File: config.mk
export PLATFORM = sky130hd
export DESIGN_NAME = updown_sweep_ctrl
export DESIGN_NICKNAME = d
export VERILOG_FILES = /design/src/rtl/updown_sweep_ctrl.sv
export SDC_FILE = /design/constraint.sdc
export NUM_CORES = 1
export LEC_CHECK = 0
export CAP_MARGIN = 20
export CORE_MARGIN = 2
export CORE_UTILIZATION = 45
export DETAILED_ROUTE_END_ITERATION = 10
export PLACE_DENSITY = 0.67
export REMOVE_ABC_BUFFERS = 1
export SLEW_MARGIN = 20
export SYNTH_ARGS = -nofsm -noshare
export SYNTH_HDL_FRONTEND = slang
export SYNTH_SLANG_ARGS = --single-unit
File: constraint.sdc
create_clock -name clk -period 7.95 [get_ports clk]
set_input_delay 1.9875 -clock clk [delete_from_list [all_inputs] [get_ports clk]]
set_output_delay 1.9875 -clock clk [all_outputs]
set_load 0.02 [all_outputs]
File: src/rtl/updown_sweep_ctrl.sv
// updown_sweep_ctrl: drives a 5-bit up/down counter through triangular sweeps
// between latched bounds lo and hi, for a programmed number of repeats or
// free-running until abort. mode follows the up/down convention 0 = up, 1 = down.
// Optional build macro: SWEEP_DWELL_EN adds a one-cycle dwell at each peak
// (q = hi, mode = 0) and at each intermediate trough (q = lo, mode = 1).
module updown_sweep_ctrl #(
  parameter int WIDTH  = 5,
  parameter int REPS_W = 4
) (
  input  logic              clk,
  input  logic              clr,
  input  logic              start,
  input  logic              abort,
  input  logic [WIDTH-1:0]  lo,
  input  logic [WIDTH-1:0]  hi,
  input  logic [REPS_W-1:0] reps,
  output logic [WIDTH-1:0]  q,
  output logic              mode,
  output logic              busy,
  output logic              done,
  output logic              err
);

  typedef enum logic [2:0] {
    S_IDLE     = 3'd0,
    S_UP       = 3'd1,
    S_DOWN     = 3'd2,
    S_DWELL_HI = 3'd3,
    S_DWELL_LO = 3'd4
  } state_t;

  state_t              state_q, state_d;
  logic [WIDTH-1:0]    q_q, q_d;
  logic [WIDTH-1:0]    lo_q, lo_d;
  logic [WIDTH-1:0]    hi_q, hi_d;
  logic [REPS_W-1:0]   reps_q, reps_d;
  logic [REPS_W-1:0]   cnt_q, cnt_d;
  logic                mode_q, mode_d;
  logic                busy_q, busy_d;
  logic                done_q, done_d;
  logic                err_q, err_d;

  // Sweep count after the sweep that is finishing now; saturates so that a
  // free-running program never wraps the counter.
  logic [REPS_W-1:0]   cnt_inc;
  logic                last_sweep;

  assign cnt_inc    = (cnt_q == '1) ? cnt_q : cnt_q + 1'b1;
  // reps of zero means free-run, so it never matches as the final sweep
  assign last_sweep = (reps_q != '0) && (cnt_inc == reps_q);

  // Next-state, next-count and registered-output computation
  always_comb begin
    state_d = state_q;
    q_d     = q_q;
    lo_d    = lo_q;
    hi_d    = hi_q;
    reps_d  = reps_q;
    cnt_d   = cnt_q;
    done_d  = 1'b0;
    err_d   = 1'b0;

    case (state_q)
      S_IDLE: begin
        // abort in IDLE does nothing except suppress a simultaneous start
        if (start && !abort) begin
          lo_d   = lo;
          hi_d   = hi;
          reps_d = reps;
          if (lo >= hi) begin
            err_d = 1'b1;
          end else begin
            q_d     = lo;
            cnt_d   = '0;
            state_d = S_UP;
          end
        end
      end

      S_UP: begin
        if (q_q != hi_q) begin
          q_d = q_q + 1'b1;
        end else begin
`ifdef SWEEP_DWELL_EN
          // hold the peak value for one more cycle
          state_d = S_DWELL_HI;
`else
          q_d     = hi_q - 1'b1;
          state_d = S_DOWN;
`endif
        end
      end

`ifdef SWEEP_DWELL_EN
      S_DWELL_HI: begin
        q_d     = hi_q - 1'b1;
        state_d = S_DOWN;
      end

      S_DWELL_LO: begin
        q_d     = lo_q + 1'b1;
        state_d = S_UP;
      end
`endif

      S_DOWN: begin
        if (q_q != lo_q) begin
          q_d = q_q - 1'b1;
        end else begin
          // sweep complete: the lo cycle is shared with the next sweep
          cnt_d = cnt_inc;
          if (last_sweep) begin
            done_d  = 1'b1;
            state_d = S_IDLE;
          end else begin
`ifdef SWEEP_DWELL_EN
            state_d = S_DWELL_LO;
`else
            q_d     = lo_q + 1'b1;
            state_d = S_UP;
`endif
          end
        end
      end

      default: begin
        state_d = S_IDLE;
      end
    endcase

    // abort from any busy state freezes q and returns to IDLE silently
    if (abort && (state_q != S_IDLE)) begin
      state_d = S_IDLE;
      q_d     = q_q;
      cnt_d   = cnt_q;
      done_d  = 1'b0;
      err_d   = 1'b0;
    end

    // direction and busy are derived from the next state so they are
    // registered alongside it
    mode_d = (state_d == S_DOWN) || (state_d == S_DWELL_LO);
    busy_d = (state_d != S_IDLE);
  end

  // State and output registers with synchronous active-low clear
  always_ff @(posedge clk) begin
    if (!clr) begin
      state_q <= S_IDLE;
      q_q     <= '0;
      lo_q    <= '0;
      hi_q    <= '0;
      reps_q  <= '0;
      cnt_q   <= '0;
      mode_q  <= 1'b0;
      busy_q  <= 1'b0;
      done_q  <= 1'b0;
      err_q   <= 1'b0;
    end else begin
      state_q <= state_d;
      q_q     <= q_d;
      lo_q    <= lo_d;
      hi_q    <= hi_d;
      reps_q  <= reps_d;
      cnt_q   <= cnt_d;
      mode_q  <= mode_d;
      busy_q  <= busy_d;
      done_q  <= done_d;
      err_q   <= err_d;
    end
  end

  assign q    = q_q;
  assign mode = mode_q;
  assign busy = busy_q;
  assign done = done_q;
  assign err  = err_q;

endmodule

# Word-level counts from Yosys, hierarchy flattened
# Cells that the tools add are included.
# totals
ff_bits	30
latch_bits	0
ramBits	0
rom_bits	0
in_bits	18
out_inout_bits	9
wordCells	69
n_memories	0
# classes
add_sub_neg	5
mul	0
div_mod_pow	0
n_lt_le_gt_ge	1
n_eq_ne	12
shift	0
n_mux	20
bitwise	5
n_reduce_logical	16
# op_table
op	count
$mux W5	5
$mux W4	4
$mux W3	5
$pmux W5 S3	1
$add A5 B1 Y5 const B	2
$ne A5 B5 Y1	2
$reduce_and A5 Y1	2
$sub A5 B1 Y5 const B	2
$pmux W3 S3	1
$reduce_bool A3 Y1	3
$pmux W4 S2	1
$reduce_or A4 Y1	2
$eq A3 B2 Y1 const B	2
$ne A2 B2 Y1 const B	3
$ge A5 B5 Y1	1
$not A1 Y1	5
$add A4 B1 Y4 const B	1
$eq A4 B4 Y1	1
$eq A4 B4 Y1 const B	1
$reduce_bool A4 Y1	1
$eq A3 B1 Y1 const B	1
$eq A3 B3 Y1 const B	1
$logic_and A1 B1 Y1	3
$logic_not A3 Y1	1
6 further kinds	8

# Depth between registers and ports, before layout
# Gate-level depths: netlist (run 1).
# logic_depth
ltp_word	10
mapped_depth	9
ltp_nobuf	8

# Least setup slack after synthesis (run 1)
# OpenSTA, ideal clock, no wires.
# synth_timing
path_kind	input to register
from	input port lo[0]
to	register q_q[0], in the netlist q[0]
setup_ns	0.072
arrival_time_ns	3.824
required_time_ns	7.878
path_slack_ns	4.055
stages	9
path_buffers	1
path_cell_list	inv_1 ha_1 nand2b_1 a211oi_1 nor4_1 nor4_1 and2_4 buf_6 mux2i_1
# synth_between
elab_chain_len	3
word_cells_on_any_way	6
cone_classes	order compare: 1; eq/ne: 1; mux: 3; reduce/logical: 1
# synth_lines
element	line_no	source
start: declaration	14	input logic [WIDTH-1:0] lo,
$ge A5 B5 Y1 or $mux W5 (tied branches)	70	if (lo >= hi) begin
$ne A2 B2 Y1 (no source line) or $mux W5 (tied branches)	n/a	
$reduce_and A5 Y1 (no source line) or $pmux W5 S3 (tied branches)	n/a	
end signal: assignment	161	q_q <= q_d;
end: declaration	33	logic [WIDTH-1:0] q_q, q_d;
# Parallel ways exist; a longest one is shown, timed or not. The select of a mux whose other input is x is not followed.
# A chain may end at the register's enable or synchronous reset.

# Worst setup path in the final report (run 1)
# Ends and elaborated chain as after synthesis.

==> metrics.yaml, run 1 <==
outcome:
  status: "finished clean"
synthesis:
  avgSynthCellArea_sq_um: 7.92
  synth.mux.area_fraction: 0.0302
  synth_compound_area_frac: 0.192
  seq_area_frac_synth: 0.296
  synth_seq_cells: 30
  synth-xor-area-share: 0.108
  synth_simple_gate_area_frac: 0.246
  synthArstFlopShare: 0
  yosys_warnings: 0
  syn_inst: 256
  synth_area_sq_um: 2030
  synth_top_family_by_area: "simple AND/OR/NAND/NOR gates"
  synth_edf_count: 0
  synth_adder_area_share: 0.0666
  synthDistinctLibCells: 51
  synth_ff_type: "dfxtp_1"
timing:
  fin_skew_ns: 0.00479
  setup_viol: 0
  relSlewSlack: 0.331
  setup_tns_ns: 0
  hold_violations: 0
  rsz0062_at_grt: "no"
  period_needed_ns: 4.54
  max_freq_mhz: 220
  slew_violations: 0
  worst_slew_pin_slew_ns: 0.994
  hold-worst-slack_ns: 0.481
  finalCritPeriodShare: 0.571
cells_and_area:
  drive_gt1_frac: 0.0650
  mostFrequentLayoutCell: "nand2_1"
  final_cell_mix: "nand2_1, dfxtp_1, a21oi_1"
  final_cell_area_sq_um: 2390
  nets: 304
  area_delta_synth_final_pct: 17.9
  antenna_cells: 0
  finalNonFillerCells: 329
place:
  port-buffer-count: 26
  placed_area_sq_um: 2280
  post-place-cells: 321
  gp_congestion: 0.865
  dp_hpwl_microns: 3610
pwr:
  ir_drop_mv: 0.0749
  leakage_uw: 0.000885
  power.density_nw_per_um2: 169
floorplan:
  fp.dieH_microns: 71.1
  fp.coreArea_sq_um: 4350
  io_pins: 27
  die_w_microns: 71.1
  rows: 24
  start_util: 0.466
  dieArea_sq_um: 5060
worst_setup_path:
  worstSetupStartpointType: "input port"
  crit_arrival_ns: 4.75
  r2r-start: "q[2]$_SDFFE_PN0P_"
  crit-reg2reg-capture: "q[1]$_SDFFE_PN0P_"
  critPathCaptureType: "flop"
  crit_fanout: 6
  worst-setup-path-type: "input port to flop"
  rrSetupSlack_ns: 5.51
  critPathCapture: "q[0]$_SDFFE_PN0P_"
  crit_top_cell: "nor4_1"
  cp.required_ns: 8.16
  reg2reg_depth: 6
  timing.critical_path.cells: "clkdlybuf4s50_1 -> inv_1 -> ha_1 -> nand2b_1 -> a211oi_1 -> nor4_1 -> nor4_1 -> and2_4 -> mux2i_1"
  critPathLaunch: "lo[0]"
  slowest_stage: "nor4_1"
  slowest_delay_ns: 0.85
clock_tree:
  tritoncts: "yes"
  cts-root-buf: "clkbuf_8"
  numCtsBuffers: 5
  numClockSinks: 30
  h-tree-depth: 2
  path_clk_slew_ns: 0.07
  clock_latency_ns: 0.28
  clockBufferDepth: 2
  cts_hold_buf: 0
  cts_resized: 0
  post-cts-setup-buffers: 0
detailed_routing:
  antenna_left: 0
  met3_length_microns: 212
  drt_wl_total_microns: 4900
  routedLengthMet1_microns: 2430
  drt_iter0_markers: 121
  route.met2.wl_microns: 2200
  drc_errors: 0
  avgViaCountPerCell: 5.65
  vias: 1860
  dr.pass1.iters: 4
  top_layer: "met4"
  wire_per_inst_microns: 14.9
grt:
  antenna_found_initial: 0
  grtUsageTotal: 0.205
  grt_max_degree: 24
  grt_pass1_wl_microns: 8230
  grt_pass1_vias: 1722
  overflow: 0
job:
  maxCapViolCount: 0
worst_hold_path:
  hp-class: "flop to flop"
==> worst min-delay path by stage <==
stage | startpoint | end | slack (ns) | cells past startpoint
6_report | reps_q[2]$_SDFFE_PN0P_ | reps_q[2]$_SDFFE_PN0P_ | 0.48 | 2
5_1_grt | reps_q[2]$_SDFFE_PN0P_ | reps_q[2]$_SDFFE_PN0P_ | 0.51 | 2
4_1_cts | reps_q[2]$_SDFFE_PN0P_ | reps_q[2]$_SDFFE_PN0P_ | 0.49 | 2
3_5_place_dp | reps_q[2]$_SDFFE_PN0P_ | reps_q[2]$_SDFFE_PN0P_ | 0.47 | 2
3_3_place_gp | reps_q[2]$_SDFFE_PN0P_ | reps_q[2]$_SDFFE_PN0P_ | 0.47 | 2
2_1_floorplan | reps_q[2]$_SDFFE_PN0P_ | reps_q[2]$_SDFFE_PN0P_ | 0.45 | 2
==> final cells by class <==
class | count | area (sq um)
inverter | 12 | 45.0
clock inverter | 1 | 30.0
sequential | 30 | 601
clock buffer | 7 | 76.3
timing repair buffer | 27 | 268
multi-input combinational | 200 | 1310
tap | 52 | 65.1
fill | 419 | 1960
==> layer usage <==
metal / up-vias / GRT usage
met5: - / 0
met4: 0 / 0.0608
met3: 6 / 0.0413
met2: 40 / 0.321
met1: 875 / 0.286
li1: 939 / -
==> metrics by stage <==
stage / utilization / total power [uW] / setup slack, ns
5_1_grt: 0.549 / 421 / 3.19
6_report: 0.549 / 404 / 3.41
3_3_place_gp: 0.525 / 253 / 3.24
2_1_floorplan: - / 223 / 4.11
3_5_place_dp: 0.525 / 253 / 3.17
4_1_cts: 0.549 / 404 / 3.45
==> sequential cells by signal, indices dropped and copies added (netlist names) <==
register,cells
busy,1
cnt_q,4
done,1
q,5
mode,1
state_q,3
err,1
lo_q,5
reps_q,4
hi_q,5
==> cells by family (layout without fill, tap and decap cells) <==
family          Yosys count  in the layout
buf+inv                  26             47
fa+ha+maj                11             11
simple gates            100            100
flops                    30             30
mux                       6              6
compound gates           57             57
xor+xnor                 25             25
other cells               1              1
==> cells in the mapped netlist (2+ instances only) <==
cell      count  share of area
and2_1        2         0.0062
nand3_1       9          0.022
buf_2         4         0.0099
nor2_1       12          0.022
xor2_1       10          0.043
o21ai_0       4         0.0099
inv_1        12          0.022
buf_6         2          0.011
nor3b_1       5          0.019
xnor2_1      15          0.065
or3_1         5          0.015
a221oi_1      4          0.017
nor4_1        3         0.0093
a211oi_2      5          0.031
a21oi_1      29          0.072
mux2i_1       5          0.025
clkbuf_1      6          0.011
o31ai_1       2         0.0074
o31a_1        2         0.0086
nor3_1        8          0.020
dfxtp_1      30           0.30
o22ai_1       2         0.0062
nand2_1      43          0.080
ha_1         10          0.062
==> critical path, delay by kind of cell <==
family / cells / cell delay, ns
AO/OA/AOI/OAI: 1 / 0.30
adder cells (fa/ha/maj): 1 / 0.28
buffers and inverters: 2 / 0.58
multiplexers: 1 / 0.17
AND/OR/NAND/NOR: 4 / 1.42
==> power by group <==
group	switching, uW	internal, uW
clock	58.7	93.7
sequential	10.1	156
combinational	46.1	39.3
total	115	289
Note: power is estimated with default switching activity, not from simulation.
==> run 2, diff against run 1 <==
--- a/config.mk
+++ b/config.mk
@@ -9,7 +9,7 @@
 export CORE_MARGIN = 2
 export CORE_UTILIZATION = 45
 export DETAILED_ROUTE_END_ITERATION = 10
-export PLACE_DENSITY = 0.67
+export PLACE_DENSITY = 0.7
 export REMOVE_ABC_BUFFERS = 1
 export SLEW_MARGIN = 20
 export SYNTH_ARGS = -nofsm -noshare
==> constraint.sdc (replaced) <==
create_clock -name clk -period 3.7 [get_ports clk]
set_input_delay 0.925 -clock clk [delete_from_list [all_inputs] [get_ports clk]]
set_output_delay 0.925 -clock clk [all_outputs]
set_load 0.02 [all_outputs]
==> run 2 against run 1 <==
Sequential cell count unchanged. Non-clock buffer count rose by 2. Clock skew up 0.0023 ns. Sequential power up 110%. Design area increased by 0.89%. Core utilization is 0.49 points higher. Critical path depth is 1 higher. Register-to-register slack lost 4.2 ns. Global-route usage up 1.0 points.
==> metrics.yaml, run 2 (synthesis gave the netlist of run 1 again) <==
floorplan:
  io_pins: 27  # unchanged
  start_util: 0.466  # unchanged
  rows: 24  # unchanged
  dieArea_sq_um: 5060  # unchanged
  fp.coreArea_sq_um: 4350  # unchanged
  fp.dieH_microns: 71.1  # unchanged
  die_w_microns: 71.1  # unchanged
worst_setup_path:
  crit_top_cell: "nor4_1"  # unchanged
  crit_fanout: 6  # unchanged
  crit_buf_inv: 3  # was 2
  timing.critical_path.cells: "clkdlybuf4s50_1 -> inv_1 -> ha_1 -> nand2b_1 -> a211oi_1 -> nor4_1 -> nor4_1 -> buf_4 -> and2_4 -> mux2i_1"  # was clkdlybuf4s50_1 -> inv_1 -> ha_1 -> nand2b_1 -> a211oi_1 -> nor4_1 -> nor4_1 -> and2_4 -> mux2i_1
  cp.required_ns: 3.91  # was 8.16 ns
  worst-setup-path-type: "input port to flop"  # unchanged
  slowest_stage: "clkdlybuf4s50_1"  # was nor4_1
  slowest_delay_ns: 0.51  # was 0.85 ns
  critPathCaptureType: "flop"  # unchanged
  cp_top_family: "buffers and inverters"  # was simple AND/OR/NAND/NOR gates
  worstSetupStartpointType: "input port"  # unchanged
  crit_arrival_ns: 3.19  # was 4.75 ns
timing:
  period_needed_ns: 2.98
  worst_slack_ns: 0.720  # was 3.41 ns
  rsz0062_at_grt: "no"  # unchanged
  slew_violations: 0  # unchanged
  fin_skew_ns: 0.00705  # was 0.00479 ns
  finalCritPeriodShare: 0.806
  hold-worst-slack_ns: 0.491  # was 0.481 ns
  worst_slew_pin_slew_ns: 0.587  # was 0.994 ns
  relSlewSlack: 0.605  # was 0.331
  hold_violations: 0  # unchanged
  max_freq_mhz: 336
  setup_viol: 0  # unchanged
  setup_tns_ns: 0  # unchanged
place:
  placed_area_sq_um: 2300  # was 2280 sq um
  place_ws_ns: 0.443  # was 3.17 ns
  gp_congestion: 0.884  # was 0.865
  port-buffer-count: 26  # unchanged
  dp_hpwl_microns: 3630  # was 3610 microns
clock_tree:
  tritoncts: "yes"  # unchanged
  h-tree-depth: 2  # unchanged
  cts_hold_buf: 0  # unchanged
  clock_latency_ns: 0.28  # about the same
  cts_resized: 0  # unchanged
  numClockSinks: 30  # unchanged
  clockBufferDepth: 2  # unchanged
  path_clk_slew_ns: 0.07  # about the same
  numCtsBuffers: 5  # unchanged
  cts-root-buf: "clkbuf_8"  # unchanged
  post-cts-setup-buffers: 0  # unchanged
grt:
  overflow: 0  # unchanged
  grt_max_degree: 17  # was 24
  grt_pass1_wl_microns: 8740  # was 8230 microns
  grtUsageTotal: 0.215  # was 0.205
  grt_pass1_vias: 1804  # was 1722
  antenna_found_initial: 0  # unchanged
cells_and_area:
  nets: 306  # was 304
  mostFrequentLayoutCell: "nand2_1"  # unchanged
  antenna_cells: 0  # unchanged
  area_delta_synth_final_pct: 18.9  # was 17.9%
  final_cell_mix: "nand2_1, dfxtp_1, a21oi_1"  # unchanged
  drive_gt1_frac: 0.0755  # was 0.0650
  final_cell_area_sq_um: 2410  # was 2390 sq um
outcome:
  status: "finished clean"  # unchanged
detailed_routing:
  wire_per_inst_microns: 14.8  # was 14.9 microns
  antenna_left: 0  # unchanged
  drt_wl_total_microns: 4890  # was 4900 microns
  dr.pass1.iters: 4  # unchanged
  vias: 1850  # was 1860
  drt_iter0_markers: 175  # was 121
  avgViaCountPerCell: 5.61  # was 5.65
  drc_errors: 0  # unchanged
pwr:
  power.density_nw_per_um2: 365  # was 169 nW/um^2
  leakage_uw: 0.000900  # was 0.000885 uW
  ir_drop_mv: 0.236  # was 0.0749 mV
worst_hold_path:
  hp-class: "flop to flop"  # unchanged
job:
  maxCapViolCount: 0  # unchanged
-- run 2: cell types whose count changed in the layout (fill, tap and decap cells not counted) --
cell | before | now
clkbuf_8 | 5 | 6
clkbuf_1 | 2 | 0
buf_4 | 1 | 3
-- run 2: cell type report --
type / count / area (sq um)
Tap cell: 52 / 65.1
Timing Repair Buffer: 29 / 283
Clock inverter: 1 / 30.0
Clock buffer: 6 / 82.6
Multi-Input combinational cell: 200 / 1310
Fill cell: 408 / 1940
Sequential cell: 30 / 601
Inverter: 12 / 45.0
-- run 2: worst reg2reg max path: cells and delay by family (launching register included) --
kind	cells	cell delay, ns
AOI/OAI and AO/OA	2	0.44
xor gates and xnor gates	1	0.17
DFF	1	0.60
muxes	1	0.39
and+or+nand+nor	2	0.64
-- run 2: where the power goes --
part,leakage [uW],internal (uW),switching [uW]
logic,0.000598,86.0,99.8
registers,0.000244,334,22.1
clock network,0.0000573,215,123
-- run 2: worst paths after layout --
kind	startpoint	end	slack (ns)	depth (start not counted)
setup reg to reg	q[2]$_SDFFE_PN0P_	q[1]$_SDFFE_PN0P_	1.34	6
hold / removal	reps_q[1]$_SDFFE_PN0P_	reps_q[1]$_SDFFE_PN0P_	0.49	2
setup / recovery	lo[0]	q[0]$_SDFFE_PN0P_	0.72	10
hold reg to reg	reps_q[1]$_SDFFE_PN0P_	reps_q[1]$_SDFFE_PN0P_	0.49	2
-- run 2: routing by layer --
layer,GRT usage,routed length [microns],up-vias
met3,0.0356,258,5
met2,0.333,2220,47
met4,0.0650,70,0
li1,-,-,941
met5,0,0,-
met1,0.307,2350,857
-- run 2: through the flow --
step	std cells	utilization	total power (uW)
after floorplan	242	-	480
after global placement	323	0.528	543
after detailed placement	323	0.528	546
after CTS	330	0.554	883
after global routing	330	0.554	929
final	330	0.554	880
==> run 3, diff against run 2 <==
==> constraint.sdc (replaced) <==
create_clock -name clk -period 2.6 [get_ports clk]
set_input_delay 0.65 -clock clk [delete_from_list [all_inputs] [get_ports clk]]
set_output_delay 0.65 -clock clk [all_outputs]
set_load 0.02 [all_outputs]
==> run 3 against run 2 <==
Design area rose by 3.7%. Register-to-register slack got worse by 0.98 ns. Total power rose by 43%. Final cell count rose by 3.6%. Die area did not move. First-iteration DRC count fell by 14%. Combinational power rose by 55%. Sequential power rose by 42%. Core utilization rose by 2.0 points. Count of clock-buffer cells in the layout did not move. Largest cell class unchanged. Highest routed layer unchanged.
==> metrics.yaml, run 3 (synthesis gave the netlist of run 1 again) <==
outcome:
  status: "finished clean"  # unchanged
clock_tree:
  clockBufferDepth: 2  # unchanged
  path_clk_slew_ns: 0.06  # was 0.07 ns
  tritoncts: "yes"  # unchanged
  cts_hold_buf: 0  # unchanged
  cts-root-buf: "clkbuf_8"  # unchanged
  post-cts-setup-buffers: 0  # unchanged
  numClockSinks: 30  # unchanged
  clock_latency_ns: 0.28  # about the same
  h-tree-depth: 2  # unchanged
  numCtsBuffers: 5  # unchanged
pwr:
  switching_share: 0.285  # was 0.278
  leakage_uw: 0.000949  # was 0.000900 uW
  clkPwrFrac: 0.371  # was 0.384
  power.density_nw_per_um2: 504  # was 365 nW/um^2
  combPwrFrac: 0.228  # was 0.211
  seq_power_share: 0.400  # was 0.405
  power.net_switching_uw: 359  # was 245 uW
  intPower_uw: 900  # was 636 uW
  ir_drop_mv: 0.321  # was 0.236 mV
timing:
  max_freq_mhz: 415
  slew_violations: 0  # unchanged
  setup_tns_ns: 0  # unchanged
  fin_skew_ns: 0.00455  # was 0.00705 ns
  period_needed_ns: 2.41
  hold-worst-slack_ns: 0.488  # was 0.491 ns
  relSlewSlack: 0.660  # was 0.605
  worst_slew_pin_slew_ns: 0.506  # was 0.587 ns
  rsz0062_at_grt: "no"  # unchanged
  worst_slack_ns: 0.193  # was 0.720 ns
  finalCritPeriodShare: 0.926
  setup_viol: 0  # unchanged
  hold_violations: 0  # unchanged
detailed_routing:
  drc_errors: 0  # unchanged
  avgViaCountPerCell: 5.56  # was 5.61
  wire_per_inst_microns: 14.5  # was 14.8 microns
  dr.pass1.iters: 4  # unchanged
  antenna_left: 0  # unchanged
  drt_wl_total_microns: 4960  # was 4890 microns
  drt_iter0_markers: 151  # was 175
  vias: 1903  # was 1850
grt:
  grt_max_degree: 16  # was 17
  antenna_found_initial: 0  # unchanged
  grt_pass1_wl_microns: 8420  # was 8740 microns
  grtUsageTotal: 0.211  # was 0.215
  grt_pass1_vias: 1758  # was 1804
  overflow: 0  # unchanged
job:
  maxCapViolCount: 0  # unchanged
worst_setup_path:
  critPathCaptureType: "flop"  # unchanged
  crit_fanout: 6  # unchanged
  worstSetupStartpointType: "input port"  # unchanged
  crit_arrival_ns: 2.62  # was 3.19 ns
  r2r-start: "cnt_q[0]$_SDFFE_PN0P_"  # was q[2]$_SDFFE_PN0P_
  worst-setup-path-type: "input port to flop"  # unchanged
  crit-reg2reg-capture: "q[0]$_SDFFE_PN0P_"  # was q[1]$_SDFFE_PN0P_
  cp.required_ns: 2.82  # was 3.91 ns
  rrSetupSlack_ns: 0.36  # was 1.34 ns
  reg2reg_depth: 7  # was 6
cells_and_area:
  nets: 317  # was 306
  drive_gt1_frac: 0.117  # was 0.0755
  final_cell_area_sq_um: 2500  # was 2410 sq um
  antenna_cells: 0  # unchanged
  mostFrequentLayoutCell: "nand2_1"  # unchanged
  final_cell_mix: "nand2_1, dfxtp_1, a21oi_1"  # unchanged
  finalNonFillerCells: 342  # was 330
  area_delta_synth_final_pct: 23.3  # was 18.9%
floorplan:
  io_pins: 27  # unchanged
  dieArea_sq_um: 5060  # unchanged
  rows: 24  # unchanged
  fp.coreArea_sq_um: 4350  # unchanged
  fp.dieH_microns: 71.1  # unchanged
  start_util: 0.466  # unchanged
  die_w_microns: 71.1  # unchanged
place:
  gp_congestion: 0.858  # was 0.884
  placed_area_sq_um: 2380  # was 2300 sq um
  dp_hpwl_microns: 3770  # was 3630 microns
  place_ws_ns: -0.261  # was 0.443 ns
  post-place-cells: 334  # was 323
  port-buffer-count: 26  # unchanged
worst_hold_path:
  hp-class: "flop to flop"  # unchanged
  hold_path_end: "reps_q[0]$_SDFFE_PN0P_"  # was reps_q[1]$_SDFFE_PN0P_
  holdPathStages: 2  # unchanged
  min_from: "reps_q[0]$_SDFFE_PN0P_"  # was reps_q[1]$_SDFFE_PN0P_
[run 3: how the worst max path moves through the flow]
stage               startpoint           endpoint  slack (ns)
CTS                      lo[0]  q[0]$_SDFFE_PN0P_        0.02
global route             lo[0]  q[0]$_SDFFE_PN0P_       0.009
global placement         lo[0]  q[0]$_SDFFE_PN0P_       -0.24
floorplan                lo[0]  q[0]$_SDFFE_PN0P_         0.1
detailed placement       lo[0]  q[0]$_SDFFE_PN0P_       -0.26
finish                   lo[0]  q[0]$_SDFFE_PN0P_        0.19
[run 3: power groups by stage]
stage / Combinational (uW) / Clock [uW] / Sequential [uW]
6_report: 288 / 468 / 504
5_1_grt: 317 / 490 / 507
4_1_cts: 285 / 475 / 504
3_5_place_dp: 283 / 0 / 514
3_3_place_gp: 280 / 0 / 514
2_1_floorplan: 165 / 0 / 517
[run 3: critical path, stage by stage]
cell and delay (ns):
clkdlybuf4s50_1 0.47, inv_1 0.05, ha_1 0.28, nand2b_1 0.15, a211oi_2 0.22, nor4_1 0.08
nor4_1 0.17, buf_4 0.19, and2_4 0.19, mux2i_1 0.17
[run 3: repair_timing]
action	in CTS	in global routing
setup endpoints to repair	0	9
hold endpoints to repair	0	0
gates resized for setup	0	2
[run 3: layout make-up]
type / instances / area, sq um
Inverter: 12 / 45.0
Clock buffer: 6 / 72.6
Sequential cell: 30 / 601
Timing Repair Buffer: 40 / 365
Clock inverter: 2 / 37.5
Multi-Input combinational cell: 200 / 1320
Tap cell: 52 / 65.1
Fill cell: 397 / 1850
[run 3: stage by stage]
step	util	total power [uW]
6_report	0.574	1260
3_3_place_gp	0.547	795
2_1_floorplan	-	683
5_1_grt	0.574	1310
4_1_cts	0.572	1260
3_5_place_dp	0.547	798
[run 3: layer usage]
metal	part of all wire	global-route usage	up-vias
met4	0.010	0.0587	0
met5	0	0	-
met2	0.46	0.327	43
li1	-	-	965
met3	0.044	0.0413	6
met1	0.49	0.301	889
